**src/rtl/stimulus_pulse_gen.sv**
```systemverilog
// Programmable burst pulse generator with start/busy/done handshake.
// Define PULSE_ECHO_CHECK_EN to enable the capture-path echo check.
module stimulus_pulse_gen #(
  parameter int unsigned CNT_W = 16,
  parameter int unsigned NUM_W = 8
) (
  input  logic             clk,
  input  logic             clrn,
  input  logic             start_i,
  input  logic             abort_i,
  input  logic [CNT_W-1:0] width_i,
  input  logic [CNT_W-1:0] period_i,
  input  logic [NUM_W-1:0] num_i,
  output logic             pulse_o,
  output logic             busy_o,
  output logic             done_o,
  output logic             cfg_err_o,
  output logic [NUM_W-1:0] pulses_sent_o,
  output logic             echo_clr_o,
  input  logic             echo_i,
  output logic [NUM_W-1:0] echo_miss_o
);

  typedef enum logic [1:0] {StIdle, StHigh, StLow, StDone} state_e;

  state_e           state_q, state_d;
  logic [CNT_W-1:0] cnt_q, cnt_d;
  logic [CNT_W-1:0] width_q, width_d;
  logic [CNT_W-1:0] period_q, period_d;
  logic [NUM_W-1:0] num_q, num_d;
  logic [NUM_W-1:0] sent_q, sent_d;
  logic             pulse_q, pulse_d;
  logic             busy_q, busy_d;
  logic             done_q, done_d;
  logic             cfg_err_q, cfg_err_d;
  logic             cfg_ok;

`ifdef PULSE_ECHO_CHECK_EN
  logic             echo_clr_q, echo_clr_d;
  logic [NUM_W-1:0] miss_q, miss_d;

  // One extra LOW cycle is needed so the echo can be sampled before the clear.
  assign cfg_ok = (width_i != '0) && (period_i > width_i) && (num_i != '0) &&
                  ((period_i - width_i) >= CNT_W'(2));
`else
  assign cfg_ok = (width_i != '0) && (period_i > width_i) && (num_i != '0);
`endif

  always_comb begin
    state_d   = state_q;
    cnt_d     = cnt_q;
    width_d   = width_q;
    period_d  = period_q;
    num_d     = num_q;
    sent_d    = sent_q;
    pulse_d   = pulse_q;
    busy_d    = busy_q;
    done_d    = 1'b0;
    cfg_err_d = 1'b0;
`ifdef PULSE_ECHO_CHECK_EN
    miss_d    = miss_q;
`endif

    case (state_q)
      StIdle: begin
        if (start_i) begin
          if (cfg_ok) begin
            width_d  = width_i;
            period_d = period_i;
            num_d    = num_i;
            sent_d   = '0;
`ifdef PULSE_ECHO_CHECK_EN
            miss_d   = '0;
`endif
            cnt_d    = width_i - 1'b1;
            pulse_d  = 1'b1;
            busy_d   = 1'b1;
            state_d  = StHigh;
          end else begin
            cfg_err_d = 1'b1;
          end
        end
      end
      StHigh: begin
        if (cnt_q == '0) begin
          cnt_d   = period_q - width_q - 1'b1;
          pulse_d = 1'b0;
          sent_d  = sent_q + 1'b1;
          state_d = StLow;
        end else begin
          cnt_d = cnt_q - 1'b1;
        end
      end
      StLow: begin
`ifdef PULSE_ECHO_CHECK_EN
        if (cnt_q == CNT_W'(1) && !echo_i) begin
          miss_d = miss_q + 1'b1;
        end
`endif
        if (cnt_q == '0) begin
          if (sent_q < num_q) begin
            cnt_d   = width_q - 1'b1;
            pulse_d = 1'b1;
            state_d = StHigh;
          end else begin
            busy_d  = 1'b0;
            done_d  = 1'b1;
            state_d = StDone;
          end
        end else begin
          cnt_d = cnt_q - 1'b1;
        end
      end
      StDone: begin
        state_d = StIdle;
      end
      default: begin
        state_d = StIdle;
        pulse_d = 1'b0;
        busy_d  = 1'b0;
      end
    endcase

    // Abort overrides every transition; the sent count is kept for inspection.
    if (abort_i && state_q != StIdle) begin
      state_d = StIdle;
      pulse_d = 1'b0;
      busy_d  = 1'b0;
      done_d  = 1'b0;
      sent_d  = sent_q;
`ifdef PULSE_ECHO_CHECK_EN
      miss_d  = miss_q;
`endif
    end

`ifdef PULSE_ECHO_CHECK_EN
    echo_clr_d = (state_d == StIdle) || (state_d == StDone) ||
                 ((state_d == StLow) && (cnt_d == '0));
`endif
  end

  always_ff @(posedge clk or negedge clrn) begin
    if (!clrn) begin
      state_q    <= StIdle;
      cnt_q      <= '0;
      width_q    <= '0;
      period_q   <= '0;
      num_q      <= '0;
      sent_q     <= '0;
      pulse_q    <= 1'b0;
      busy_q     <= 1'b0;
      done_q     <= 1'b0;
      cfg_err_q  <= 1'b0;
`ifdef PULSE_ECHO_CHECK_EN
      echo_clr_q <= 1'b1;
      miss_q     <= '0;
`endif
    end else begin
      state_q    <= state_d;
      cnt_q      <= cnt_d;
      width_q    <= width_d;
      period_q   <= period_d;
      num_q      <= num_d;
      sent_q     <= sent_d;
      pulse_q    <= pulse_d;
      busy_q     <= busy_d;
      done_q     <= done_d;
      cfg_err_q  <= cfg_err_d;
`ifdef PULSE_ECHO_CHECK_EN
      echo_clr_q <= echo_clr_d;
      miss_q     <= miss_d;
`endif
    end
  end

  assign pulse_o       = pulse_q;
  assign busy_o        = busy_q;
  assign done_o        = done_q;
  assign cfg_err_o     = cfg_err_q;
  assign pulses_sent_o = sent_q;

`ifdef PULSE_ECHO_CHECK_EN
  assign echo_clr_o  = echo_clr_q;
  assign echo_miss_o = miss_q;
`else
  logic unused_echo;
  assign unused_echo = echo_i;
  assign echo_clr_o  = 1'b0;
  assign echo_miss_o = '0;
`endif

endmodule
```
**config.mk**
```make
export PLATFORM = sky130hd
export DESIGN_NAME = stimulus_pulse_gen
export DESIGN_NICKNAME = d
export VERILOG_FILES = /design/src/rtl/stimulus_pulse_gen.sv
export SDC_FILE = /design/constraint.sdc
export NUM_CORES = 1
export LEC_CHECK = 0
export BUFFER_PORTS_ARGS = -buffer_cell sky130_fd_sc_hd__buf_2
export CAP_MARGIN = 20
export CORE_MARGIN = 2
export CORE_UTILIZATION = 50
export CTS_CLUSTER_SIZE = 10
export DETAILED_ROUTE_END_ITERATION = 7
export GPL_ROUTABILITY_DRIVEN = 0
export GPL_TIMING_DRIVEN = 0
export PLACE_DENSITY = 0.79
export RECOVER_POWER = 25
export SYNTH_ARGS = -nofsm -noshare
export SYNTH_HDL_FRONTEND = slang
export SYNTH_SLANG_ARGS = --single-unit
```
**constraint.sdc**
```tcl
create_clock -name clk -period 7.85 [get_ports clk]
set_input_delay 0.785 -clock clk [delete_from_list [all_inputs] [get_ports clk]]
set_output_delay 0.785 -clock clk [all_outputs]
set_load 0.02 [all_outputs]
```
==> metrics.md <==
| Metric | Value |
|---|---|
| Mapped cell area | `0.005697 mm²` |
| DRC viols | `0` |
| Switching Share | `45.44%` |
| Yosys top cell area share | `30.75%` |
| Fin worst setup slack | `3.912 ns` |
| Height of the die | `110.7 µm` |
| Initial core utilization | `51.87%` |
| Met1 Track Usage GR | `35.33%` |
| GR Util met2 | `41.84%` |
| Area Overhead vs Synth | `14.54%` |
| #FFs+latches synth | `70` |
| Dpl hpwl | `12.29 mm` |
| Slowest stage delay, CP | `2.63 ns` |
| Max-cap viol count | `1` |
| Main synth FF type | `dfrtp_1` |
| Flop pwr share | `25.5%` |
| Clock-pin slew on the worst setup and hold paths | `0.06 ns` |
| GR Overflow Total | `0` |
| Cells after synthesis | `670` |
| Hold WS | `0.5014 ns` |
| Yosys warns | `0` |
| Cell leakage power | `2.976 nW` |
| WL/cell | `17.90 µm` |
| Clk network pwr share | `17.9%` |
| Distinct cells, synth | `67` |
| Final setup TNS | `0 ns` |
| Antenna Nets Post-Route | `0` |
| Pint | `1.481 mW` |
| Largest area contributor in the netlist | `dfrtp_1` |
| DIE WIDTH | `110.7 µm` |
| Slew headroom | `-154.6%` |
| CP required | `7.42 ns` |
| Period Utilization, post-route | `50.16%` |
| Skew-Pair Late Insertion Delay | `0.34 ns` |
| First DRT Iteration DRCs | `617` |
| Vias per inst | `6.067` |
| CTS H-tree lvls | `3` |
| # nets final | `837` |
| CP max-delay cell | `clkbuf_1` |
| Worst Path Class, Setup | `input port to async pin` |
| Longest Clk Path Bufs | `2` |
| Hold Buf Count CTS | `0` |
| Share of cells above drive strength 1 | `15.35%` |
| Worst setup SP type | `input port` |
| Final hold vios | `0` |
| Gr busiest metal | `met2` |
| IO Pins | `66` |
| Sequential fraction of the synthesis area | `30.75%` |
| Final Core Density | `59.41%` |
| Syn_area_per_cell | `8.503 µm²` |
| Crit-path cells | `clkbuf_1` |
| CP max FO | `70` |
| First-pass GRT wire length | `26.34 mm` |
| Gr usage total | `26.50%` |
| Critical Path AT | `3.51 ns` |
| Peak supply drop | `0.2209 mV` |
| Gate power share | `56.5%` |
| Total vias in the final route | `5394` |
| Reg2Reg Depth | `10` |
| Largest net degree at the start of global routing | `71` |
| Violated checks | `max-capacitance violations, max-slew violations` |
| Status | `complete, but fails checks` |
| Core area | `0.01098 mm²` |
| Pre-antenna DRT Iters | `7` |
| # resized after CTS | `0` |
| Most instantiated library cell after synthesis | `dfrtp_1` |
| Hold depth | `2` |
| Top delay family on crit path | `buffers and inverters` |
| FILL cells | `887` |
| Multi-input logic area | `0.003620 mm²` |
| Post-synth top cells | `dfrtp_1, o21ai_0, nand2_1` |
| Antenna violations before repair | `0` |
| Slew @ Worst Pin | `3.818 ns` |
| Placement Rows | `38` |
| Largest cells by area after synthesis | `dfrtp_1, ha_1, o21ai_0` |
| Hold Path Class | `flop to flop` |
| Final setup vio count | `0` |
| Buf/Inv on CP | `1` |
| Routed wire length | `15.92 mm` |
| Fin crit period | `3.938 ns` |
| Max Clock Skew | `0.006209 ns` |
| CTS tree | `built` |
| Vias in the first global route | `5274` |
| Power per cell area | `415.9 mW/mm²` |
| Dpl ws | `3.858 ns` |
| Port buffer count | `55` |
| Fin. max-slew vios | `71` |
| Stages on worst setup path | `1` |
| Sequential Area | `0.001752 mm²` |
| Fmax achieved | `0.2540 GHz` |
| Die Area | `0.01226 mm²` |
| CTS sink cnt | `70` |
| Share of synthesized registers carrying an async set or reset | `100.0%` |
| Met3 global-route usage | `4.210%` |
| Num CTS Buffers | `9` |
| Setup bufs post-CTS | `0` |
| Number of flops mapped to enable cells by yosys | `0` |
| Root Buffer | `clkbuf_16` |
| N_diodes | `0` |
| RSZ-0062 raised after global routing | `no` |
| NetSw | `1.233 mW` |
| Worst setup EP type | `async pin` |
cells by family (layout without fill, tap and decap cells):
| family | count (synthesis) | count (layout) | synth area share, % |
|---|---|---|---|
| mux | 33 | 33 | 6.348 |
| compound gates | 190 | 190 | 21.35 |
| buf+inv | 85 | 156 | 6.237 |
| flops | 70 | 70 | 30.75 |
| fa+ha+maj | 48 | 48 | 10.67 |
| other cells | 1 | 9 | 0.06583 |
| xor+xnor | 37 | 37 | 5.689 |
| simple gates | 206 | 206 | 18.89 |
per-stage QoR:
| stage | power (mW) | cells | cell area (µm²) |
|---|---|---|---|
| floorplan | 1.800 | 678 | 5727 |
| global placement | 2.113 | 873 | 6177 |
| detailed placement | 2.174 | 873 | 6180 |
| CTS | 2.672 | 889 | 6529 |
| global route | 2.911 | 889 | 6525 |
| finish | 2.714 | 889 | 6525 |
layer usage:
layer  part of all wire, %  vias to the layer above
li1                      -                     2572
met1                    43                     2526
met2                    46                      245
met3                   6.6                       51
met4                   4.1                        0
met5                     0                        -
power groups by stage:
stage               sequential, mW  clock [mW]  combinational (mW)
floorplan                    0.654           0                1.15
global placement             0.680           0                1.43
detailed placement           0.692           0                1.48
CTS                          0.687       0.485                1.50
global route                 0.714       0.503                1.69
finish                       0.693       0.486                1.53
cell usage in the layout (no fill, tap or decap), types with 5 or more instances in the layout:
cell type,netlist,final
dfrtp_1,70,70
o21ai_0,62,62
nand2_1,56,56
buf_2,2,56
inv_1,51,51
ha_1,47,47
nor2_1,38,38
a21oi_1,33,33
xnor2_1,31,31
nor3_1,26,26
mux2_2,25,25
clkbuf_1,22,24
nand3_1,18,18
a21o_1,15,15
a31oi_1,10,10
or3_1,9,9
nor4_1,9,9
buf_4,9,9
conb_1,1,9
clkbuf_16,0,9
o21a_1,8,8
mux2i_1,8,8
o31ai_1,8,8
nand4_1,7,7
nand2b_1,6,6
and2_1,6,6
nor2b_1,6,6
xor2_1,6,6
a22oi_1,6,6
o211ai_1,5,5
o2bb2ai_1,5,5
registers in the layout (all words and copies together), names as in the netlist:
register       count
cnt_q             16
period_q          16
width_q           16
num_q              8
pulses_sent_o      8
state_q            2
busy_o             1
cfg_err_o          1
done_o             1
pulse_o            1
path summary, 6_finish.rpt:
kind,slack [ns],endpoint,start
worst min-delay path,0.50,width_q[12],width_q[12]
min in group asynchronous,1.75,period_q[0],clrn
worst max-delay path,3.91,cnt_q[5],clrn
worst min register to register,0.50,width_q[12],width_q[12]
max in group clk,4.11,period_q[15],width_i[7]
worst max register to register,4.42,cnt_q[15],cnt_q[0]
cell type report:
class                   instances  area share [%]
plain buffers                  33           2.454
clock buffers                  11           3.720
clock inverters                 5           1.630
inverters                      52           2.991
multi-input cells             523           55.47
flip-flops and latches         70           26.85
well taps                     140           2.685
repair buffers                 55           4.199
Power figures use the tool's default switching activity.
